--- src/rtl/rbz_dither_pkg.sv ---
// rbz_dither_pkg: shared Bayer matrix, mode encodings and scaled-LUT generator for ordered_dither
package rbz_dither_pkg;
  localparam logic [0:3][0:3][3:0] BAYER4 = {
    4'd0,  4'd8,  4'd2,  4'd10,
    4'd12, 4'd4,  4'd14, 4'd6,
    4'd3,  4'd11, 4'd1,  4'd9,
    4'd15, 4'd7,  4'd13, 4'd5
  };
  localparam logic MODE_TRUNC   = 1'b0;
  localparam logic MODE_ORDERED = 1'b1;
  function automatic int dither_scale(input int v, input int in_bits, input int out_bits);
    int m;
    m = (1 << in_bits) - 1;
    return (v * ((1 << out_bits) - 1) * 16 + m / 2) / m;
  endfunction
endpackage

--- src/rtl/dither_channel.sv ---
// dither_channel: combinational single-channel quantiser
// v_i value, t_i Bayer threshold, mode_i truncate/ordered, blank_i forces zero, out_o quantised value
module dither_channel
  import rbz_dither_pkg::*;
#(
  parameter int IN_BITS  = 2,
  parameter int OUT_BITS = 1
) (
  input  logic [IN_BITS-1:0]  v_i,
  input  logic [3:0]          t_i,
  input  logic                mode_i,
  input  logic                blank_i,
  output logic [OUT_BITS-1:0] out_o
);
  localparam int SW = OUT_BITS + 4;
  logic [SW-1:0] lut [2**IN_BITS];
  logic [SW-1:0] s;
  for (genvar i = 0; i < 2**IN_BITS; i++) begin : g_lut
    assign lut[i] = SW'(dither_scale(i, IN_BITS, OUT_BITS));
  end
  assign s = lut[v_i];
  // top LUT entry has a zero fraction, so the increment never overflows
  assign out_o = blank_i ? '0 :
                 mode_i == MODE_ORDERED ? s[SW-1:4] + OUT_BITS'(s[3:0] > t_i) :
                 v_i[IN_BITS-1 -: OUT_BITS];
endmodule

--- src/rtl/ordered_dither.sv ---
// ordered_dither: registered ordered-dither quantiser with sync pass-through and optional temporal field
// clk/reset pixel clock and sync active-high reset; mode truncate/ordered (sampled at reset and frame boundary)
// hpos_lo/vpos_lo pixel position LSBs; blank forces black; hsync_n_in/vsync_n_in active-low syncs
// rgb_in/rgb_out colour in/out; hsync_n_out/vsync_n_out delayed syncs; field temporal field
// ORDERED_DITHER_TEMPORAL_EN enables per-frame rotation of the threshold matrix
module ordered_dither
  import rbz_dither_pkg::*;
#(
  parameter int CHANNELS = 3,
  parameter int IN_BITS  = 2,
  parameter int OUT_BITS = 1
) (
  input  logic                         clk,
  input  logic                         reset,
  input  logic                         mode,
  input  logic [1:0]                   hpos_lo,
  input  logic [1:0]                   vpos_lo,
  input  logic                         blank,
  input  logic                         hsync_n_in,
  input  logic                         vsync_n_in,
  input  logic [CHANNELS*IN_BITS-1:0]  rgb_in,
  output logic [CHANNELS*OUT_BITS-1:0] rgb_out,
  output logic                         hsync_n_out,
  output logic                         vsync_n_out,
  output logic [1:0]                   field
);
  logic vs_prev_q, mode_q, hs_q, vs_q, fb;
  logic [1:0] xi, yi;
  logic [3:0] t;
  logic [CHANNELS*OUT_BITS-1:0] rgb_q, rgb_d;
  assign fb = vs_prev_q & ~vsync_n_in;
  always_ff @(posedge clk) begin
    if (reset) begin
      vs_prev_q <= 1'b1;
      mode_q    <= mode;
      hs_q      <= 1'b1;
      vs_q      <= 1'b1;
      rgb_q     <= '0;
    end else begin
      vs_prev_q <= vsync_n_in;
      mode_q    <= fb ? mode : mode_q;
      hs_q      <= hsync_n_in;
      vs_q      <= vsync_n_in;
      rgb_q     <= rgb_d;
    end
  end
`ifdef ORDERED_DITHER_TEMPORAL_EN
  logic [1:0] field_q;
  always_ff @(posedge clk) begin
    if (reset) field_q <= '0;
    else if (fb) field_q <= field_q + 2'd1;
  end
  assign field = field_q;
`else
  assign field = 2'b00;
`endif
  assign xi = hpos_lo ^ {2{field[0]}};
  assign yi = vpos_lo ^ {2{field[1]}};
  assign t  = BAYER4[yi][xi];
  for (genvar c = 0; c < CHANNELS; c++) begin : g_ch
    dither_channel #(.IN_BITS(IN_BITS), .OUT_BITS(OUT_BITS)) u_ch (
      .v_i    (rgb_in[c*IN_BITS +: IN_BITS]),
      .t_i    (t),
      .mode_i (mode_q),
      .blank_i(blank),
      .out_o  (rgb_d[c*OUT_BITS +: OUT_BITS])
    );
  end
  assign rgb_out     = rgb_q;
  assign hsync_n_out = hs_q;
  assign vsync_n_out = vs_q;
endmodule

--- config.mk ---
export PLATFORM = sky130hd
export DESIGN_NAME = ordered_dither
export DESIGN_NICKNAME = d
export VERILOG_FILES = /design/src/rtl/rbz_dither_pkg.sv /design/src/rtl/dither_channel.sv /design/src/rtl/ordered_dither.sv
export SDC_FILE = /design/constraint.sdc
export NUM_CORES = 1
export LEC_CHECK = 0
export CAP_MARGIN = 0
export CELL_PAD_IN_SITES_DETAIL_PLACEMENT = 0
export CELL_PAD_IN_SITES_GLOBAL_PLACEMENT = 1
export CORE_UTILIZATION = 34
export CTS_BUF_LIST = sky130_fd_sc_hd__clkbuf_16
export DETAILED_ROUTE_END_ITERATION = 10
export GPL_TIMING_DRIVEN = 0
export PLACE_DENSITY = 0.73
export SLEW_MARGIN = 30
export SYNTH_ARGS = -nofsm -noshare
export SYNTH_HDL_FRONTEND = slang
export SYNTH_SLANG_ARGS = --single-unit
export TNS_END_PERCENT = 100
--- constraint.sdc ---
create_clock -name clk -period 1.7 [get_ports clk]
set_input_delay 0.17 -clock clk [delete_from_list [all_inputs] [get_ports clk]]
set_output_delay 0.17 -clock clk [all_outputs]
set_load 0.05 [all_outputs]
# After elaboration in Yosys (flattened, before gate mapping)
# Index checks and enable logic that the tools add are counted.
[word_totals] regBits=6 inputBits=16 output_inout_bits=7 wordCells=44
[classes] add_sub_neg=3 n_lt_le_gt_ge=8 n_mux=20 n_bitwise=7 reduce_logical=2
[op_table] cell="16-bit binary-select mux with 2-bit select" count=1
[op_table] cell="16-bit two-way mux" count=2
[op_table] cell="5-bit binary-select mux with 2-bit select" count=3
[op_table] cell="5-bit two-way mux" count=6
[op_table] cell="3-bit greater-or-equal comparator (second input constant)" count=5
[op_table] cell="2-bit NOT with 3-bit output" count=5
[op_table] cell="4-bit greater-than comparator" count=3
[op_table] cell="4-bit binary-select mux with 2-bit select" count=1
[op_table] cell="4-bit two-way mux" count=2
[op_table] cell="1-bit two-way mux" count=5
[op_table] cell="1-bit adder" count=3
[op_table] cell="2-bit nonzero test" count=1
[op_table] cell="2-bit OR reduction" count=1
[op_table] cell="1-bit AND" count=1
[op_table] cell="1-bit NOT" count=1

# Depth between registers and ports, before layout
[depth] word_depth=10 depth_mapped=7 depth_no_buf=7

# Hierarchy
# A second synthesis with hierarchy kept.
[unflattened] cells_unflattened=105 hier_area_um2=862.1
[modules_own_cells] mod="dither_channel" n_inst=3 cells_each=29 area_each_um2=217.7
[modules_own_cells] mod="ordered_dither" n_inst=1 cells_each=18 area_each_um2=209.0

# Worst setup path after synthesis
# OpenSTA, ideal clock, no wires.
[synth_timing] kind="input to register" startpoint="input port rgb_in[2]" endpoint="register rgb_q[1], in the netlist rgb_out[1]" setup_ps=73 t_arrival_ps=1435 setup_slack_ps=192 stages=7 cell_sequence="inv_1 -> ha_1 -> ha_1 -> and4_1 -> a2111oi_2 -> o31ai_1 -> nor3_2"
[synth_via] elab_chain_cells=7
[synth_lines] item="start, declared" line="ordered_dither.sv:21" text="input logic [CHANNELS*IN_BITS-1:0] rgb_in,"
[synth_lines] item="2-bit NOT with 3-bit output (not written as such) *" line="dither_channel.sv:21" text="assign s = lut[v_i];"
[synth_lines] item="5-bit binary-select mux with 2-bit select *" line="dither_channel.sv:21"
[synth_lines] item="5-bit two-way mux (not written as such) * (2 in a row)" line="dither_channel.sv:21"
[synth_lines] item="4-bit greater-than comparator" line="dither_channel.sv:24" text="mode_i == MODE_ORDERED ? s[SW-1:4] + OUT_BITS'(s[3:0] > t_i) :"
[synth_lines] item="1-bit adder *" line="dither_channel.sv:24"
[synth_lines] item="1-bit two-way mux *" line="dither_channel.sv:24"
[synth_lines] item="end signal, assigned" line="ordered_dither.sv:44" text="rgb_q <= rgb_d;"
[synth_lines] item="end, declared" line="ordered_dither.sv:30" text="logic [CHANNELS*OUT_BITS-1:0] rgb_q, rgb_d;"
# Mark *: on every way between the ends. The rest lies on a longest branch, timed or not. The select of a mux whose other input is x is not followed.
# A chain may end at the register's enable or synchronous reset.

# Worst setup path after layout
[layout_timing] startpoint="input port vpos_lo[0]" endpoint="register rgb_q[2], in the netlist rgb_out[2]"
[layout_via] elab_chain_cells=10
[layout_lines] item="start, declared" line="ordered_dither.sv:17" text="input logic [1:0] vpos_lo,"
[layout_lines] item="2-bit NOT with 3-bit output (not written as such)" line="ordered_dither.sv:59" text="assign t = BAYER4[yi][xi];"
[layout_lines] item="16-bit binary-select mux with 2-bit select" line="ordered_dither.sv:59"
[layout_lines] item="16-bit two-way mux (not written as such) (2 in a row)" line="ordered_dither.sv:59"
[layout_lines] item="4-bit binary-select mux with 2-bit select" line="ordered_dither.sv:59"
[layout_lines] item="4-bit two-way mux (not written as such) (2 in a row)" line="ordered_dither.sv:59"
[layout_lines] item="4-bit greater-than comparator" line="dither_channel.sv:24"
[layout_lines] item="1-bit adder" line="dither_channel.sv:24"
[layout_lines] item="1-bit two-way mux" line="dither_channel.sv:24"
# Every way passes these cells. The select of a mux whose other input is x is not followed.

==> results.py <==
metrics = {
    "timing": {
        "setup_slack_ns": 0.1024,
        "report.final.slew_viol_count": 0,
        "setup_viol": 0,
        "final_hold_viol_count": 0,
        "fin_crit_sh_pct": 93.98,
        "max_freq_mhz": 625.9,
        "skew_ns": 0.003634,
        "fin_crit_ns": 1.598,
        "hold_slack_ns": 0.4472,
    },
    "die": {
        "core_sq_um": 2042,
        "ios": 23,
        "dieHeight_um": 49.61,
        "die_w_um": 49.61,
        "rows": 16,
        "dieArea_sq_um": 2461,
        "start_util_pct": 37.75,
    },
    "clock_tree": {
        "clk_latency_ns": 0.23,
        "cts.sinks": 6,
        "cts_buffer_depth": 2,
        "cts_made_buffers": 3,
        "cts-root-buf": "clkbuf_16",
        "path_clk_slew_ns": 0.04,
        "postCtsHoldBufs": 0,
        "htree_num_levels": 1,
        "cts_tree": "yes",
    },
    "synthesis": {
        "ys_seq_elements": 6,
        "yosysTopAreaCellShare_pct": 34.09,
        "syn_avg_cell_area_sq_um": 9.634,
        "yosys.cell_types.count": 23,
        "synth-async-reset-ratio_pct": 0,
        "yosys-top-cells-count": "ha_1, inv_1, dfxtp_1",
        "yosysSeqAreaShare_pct": 16.88,
        "synth_top_cell_by_area": "ha_1",
        "synthTopCellsByArea": "ha_1, dfxtp_1, a2111oi_2",
        "synth.cell_area_sq_um": 770.7,
        "synthCells": 80,
        "ys.flop_type": "dfxtp_1",
        "synthMostInstantiatedCell": "ha_1",
        "synth_edf_count": 1,
        "yosysWarningCount": 0,
    },
    "routing": {
        "drtIter0Drc": 4,
        "wirelength_mm": 1.511,
        "viasPerCell": 4.754,
        "antenna_left": 0,
        "route.vias.total": 637,
        "wl_per_cell_um": 11.28,
        "drc": 0,
        "drt_first_pass_iters": 2,
    },
    "critical_path": {
        "endpoint_kind": "register",
        "crit_type": "input port to register",
        "crit_arrival_ns": 1.75,
        "worstSetupStartpointType": "input port",
        "crit_slowest_cell": "a2111oi_4",
        "crit_fanout": 3,
        "slowest_delay_ns": 0.31,
        "worstPathCellList": "dlygate4sd2_1 -> xnor2_2 -> buf_4 -> ha_1 -> and4_4 -> a2111oi_4 -> o31ai_2 -> nor3_2",
        "crit_required_ns": 1.86,
    },
    "placed_design": {
        "io_buffers": 20,
        "dp_hpwl_mm": 1.215,
        "place_congestion": 0.7445,
        "place_ws_ns": -0.5004,
    },
    "global_routing": {
        "grt-ovfl-total": 0,
        "grt_util_all_layers_pct": 14.43,
        "grt_pass1_vias": 646,
        "grt_max_degree": 10,
        "grt_first_pass_wirelength_mm": 2.725,
        "antenna_found_initial": 0,
    },
    "power_and_ir_drop": {
        "p_leak_nw": 0.5528,
        "power_density_nw_per_um2": 707.9,
        "peakVddDrop_mv": 0.5746,
    },
    "cells_and_area": {
        "nets": 145,
        "drive_above_1_share_pct": 30.84,
        "area_growth_pct": 49.19,
        "antenna_cells": 0,
    },
    "run_status": {
        "outcome": "completed",
    },
    "job": {
        "cap_violations": 0,
    },
    "worst_hold_path": {
        "min_path_type": "input port to register",
    },
}
[flip-flops by register name, indices dropped and copies added, names as in the netlist]
name         flops
hsync_n_out      1
vsync_n_out      1
rgb_out          3
mode_q           1
[critical path: cells and delay by family]
kind | cells | cell delay, ns
xor gates and xnor gates | 1 | 0.15
AOI/OAI and AO/OA | 2 | 0.43
and+or+nand+nor | 2 | 0.31
adders and majority gates | 1 | 0.28
buffers and inverters | 2 | 0.41
[cells by family after synthesis]
kind of cell / Yosys count / synth area share [%]
xor+xnor: 2 / 2.273
fa+ha+maj: 21 / 34.09
compound gates: 13 / 14.61
simple gates: 26 / 24.35
buf+inv: 11 / 7.305
flops: 6 / 16.88
other cells: 1 / 0.4865
[power by group]
group | switching (mW) | internal [mW] | leakage (nW)
combinational | 0.148 | 0.128 | 0.459
sequential | 0.00250 | 0.155 | 0.0515
clock | 0.0768 | 0.305 | 0.0423
total | 0.227 | 0.587 | 0.553
[cell usage in the layout, fill, tap and decap left out]
cell type and instances:
a2111oi_4 3, a21o_1 1, a21oi_1 3, and3_1 1, and3_2 2, and4_4 3
buf_4 4, buf_6 1, clkbuf_16 3, clkbuf_2 4, clkdlybuf4s50_1 10, conb_1 2
dfxtp_1 5, dlygate4sd2_1 6, edfxtp_1 1, ha_1 21, inv_1 9, nand2_1 3
nor2_1 3, nor2b_1 3, nor2b_4 3, nor3_1 3, nor3_2 3, o211ai_1 3
o31ai_2 3, or2_2 2, xnor2_2 2
[repair_timing]
| item | CTS | global route |
|---|---|---|
| gates resized for setup | 16 | 13 |
| pin swaps | 6 | 4 |
| buffers inserted | 1 | 1 |
| endpoints found under the setup margin | 3 | 3 |
[final timing paths]
check / startpoint / to / slack [ns] / cells after the start
hold / removal: rgb_in[1] / rgb_out[0]$_SDFF_PP0_ / 0.45 / 5
hold reg to reg: vsync_n_out$_SDFF_PP1_ / mode_q$_DFFE_PP_ / 0.57 / 1
setup / recovery: vpos_lo[0] / rgb_out[2]$_SDFF_PP0_ / 0.10 / 8
setup reg to reg: mode_q$_DFFE_PP_ / rgb_out[2]$_SDFF_PP0_ / 0.39 / 5
[area by class of cell]
cell class              count  area, sq um
repair buffers             22        187.7
fillers                   197        892.1
well taps                  27        33.78
clock buffers               3        75.07
plain buffers               3        26.28
flip-flops and latches      6        130.1
clock inverters             1        3.754
inverters                   8        30.03
multi-input cells          64        663.1
[metrics by stage]
step,cells,power [mW],instance area (sq um),utilization (%),setup TNS [ns]
5_1_grt,134,0.8587,1150,56.31,-0.008845
3_5_place_dp,128,0.4046,1008,49.39,-1.441
3_3_place_gp,128,0.3995,1008,49.39,-1.402
6_report,134,0.8140,1150,56.31,0
2_1_floorplan,81,0.3193,774.5,-,0
4_1_cts,133,0.8062,1117,54.72,0
[layer usage]
metal	routed length, um	global-route usage (%)	up-vias	part of all wire [%]
li1	-	-	341	-
met1	697	17.25	281	46
met2	746	24.77	15	49
met3	66	2.160	0	4.4
met4	0	7.143	0	0
met5	0	0	-	0
(Power assumes the default switching activity.)
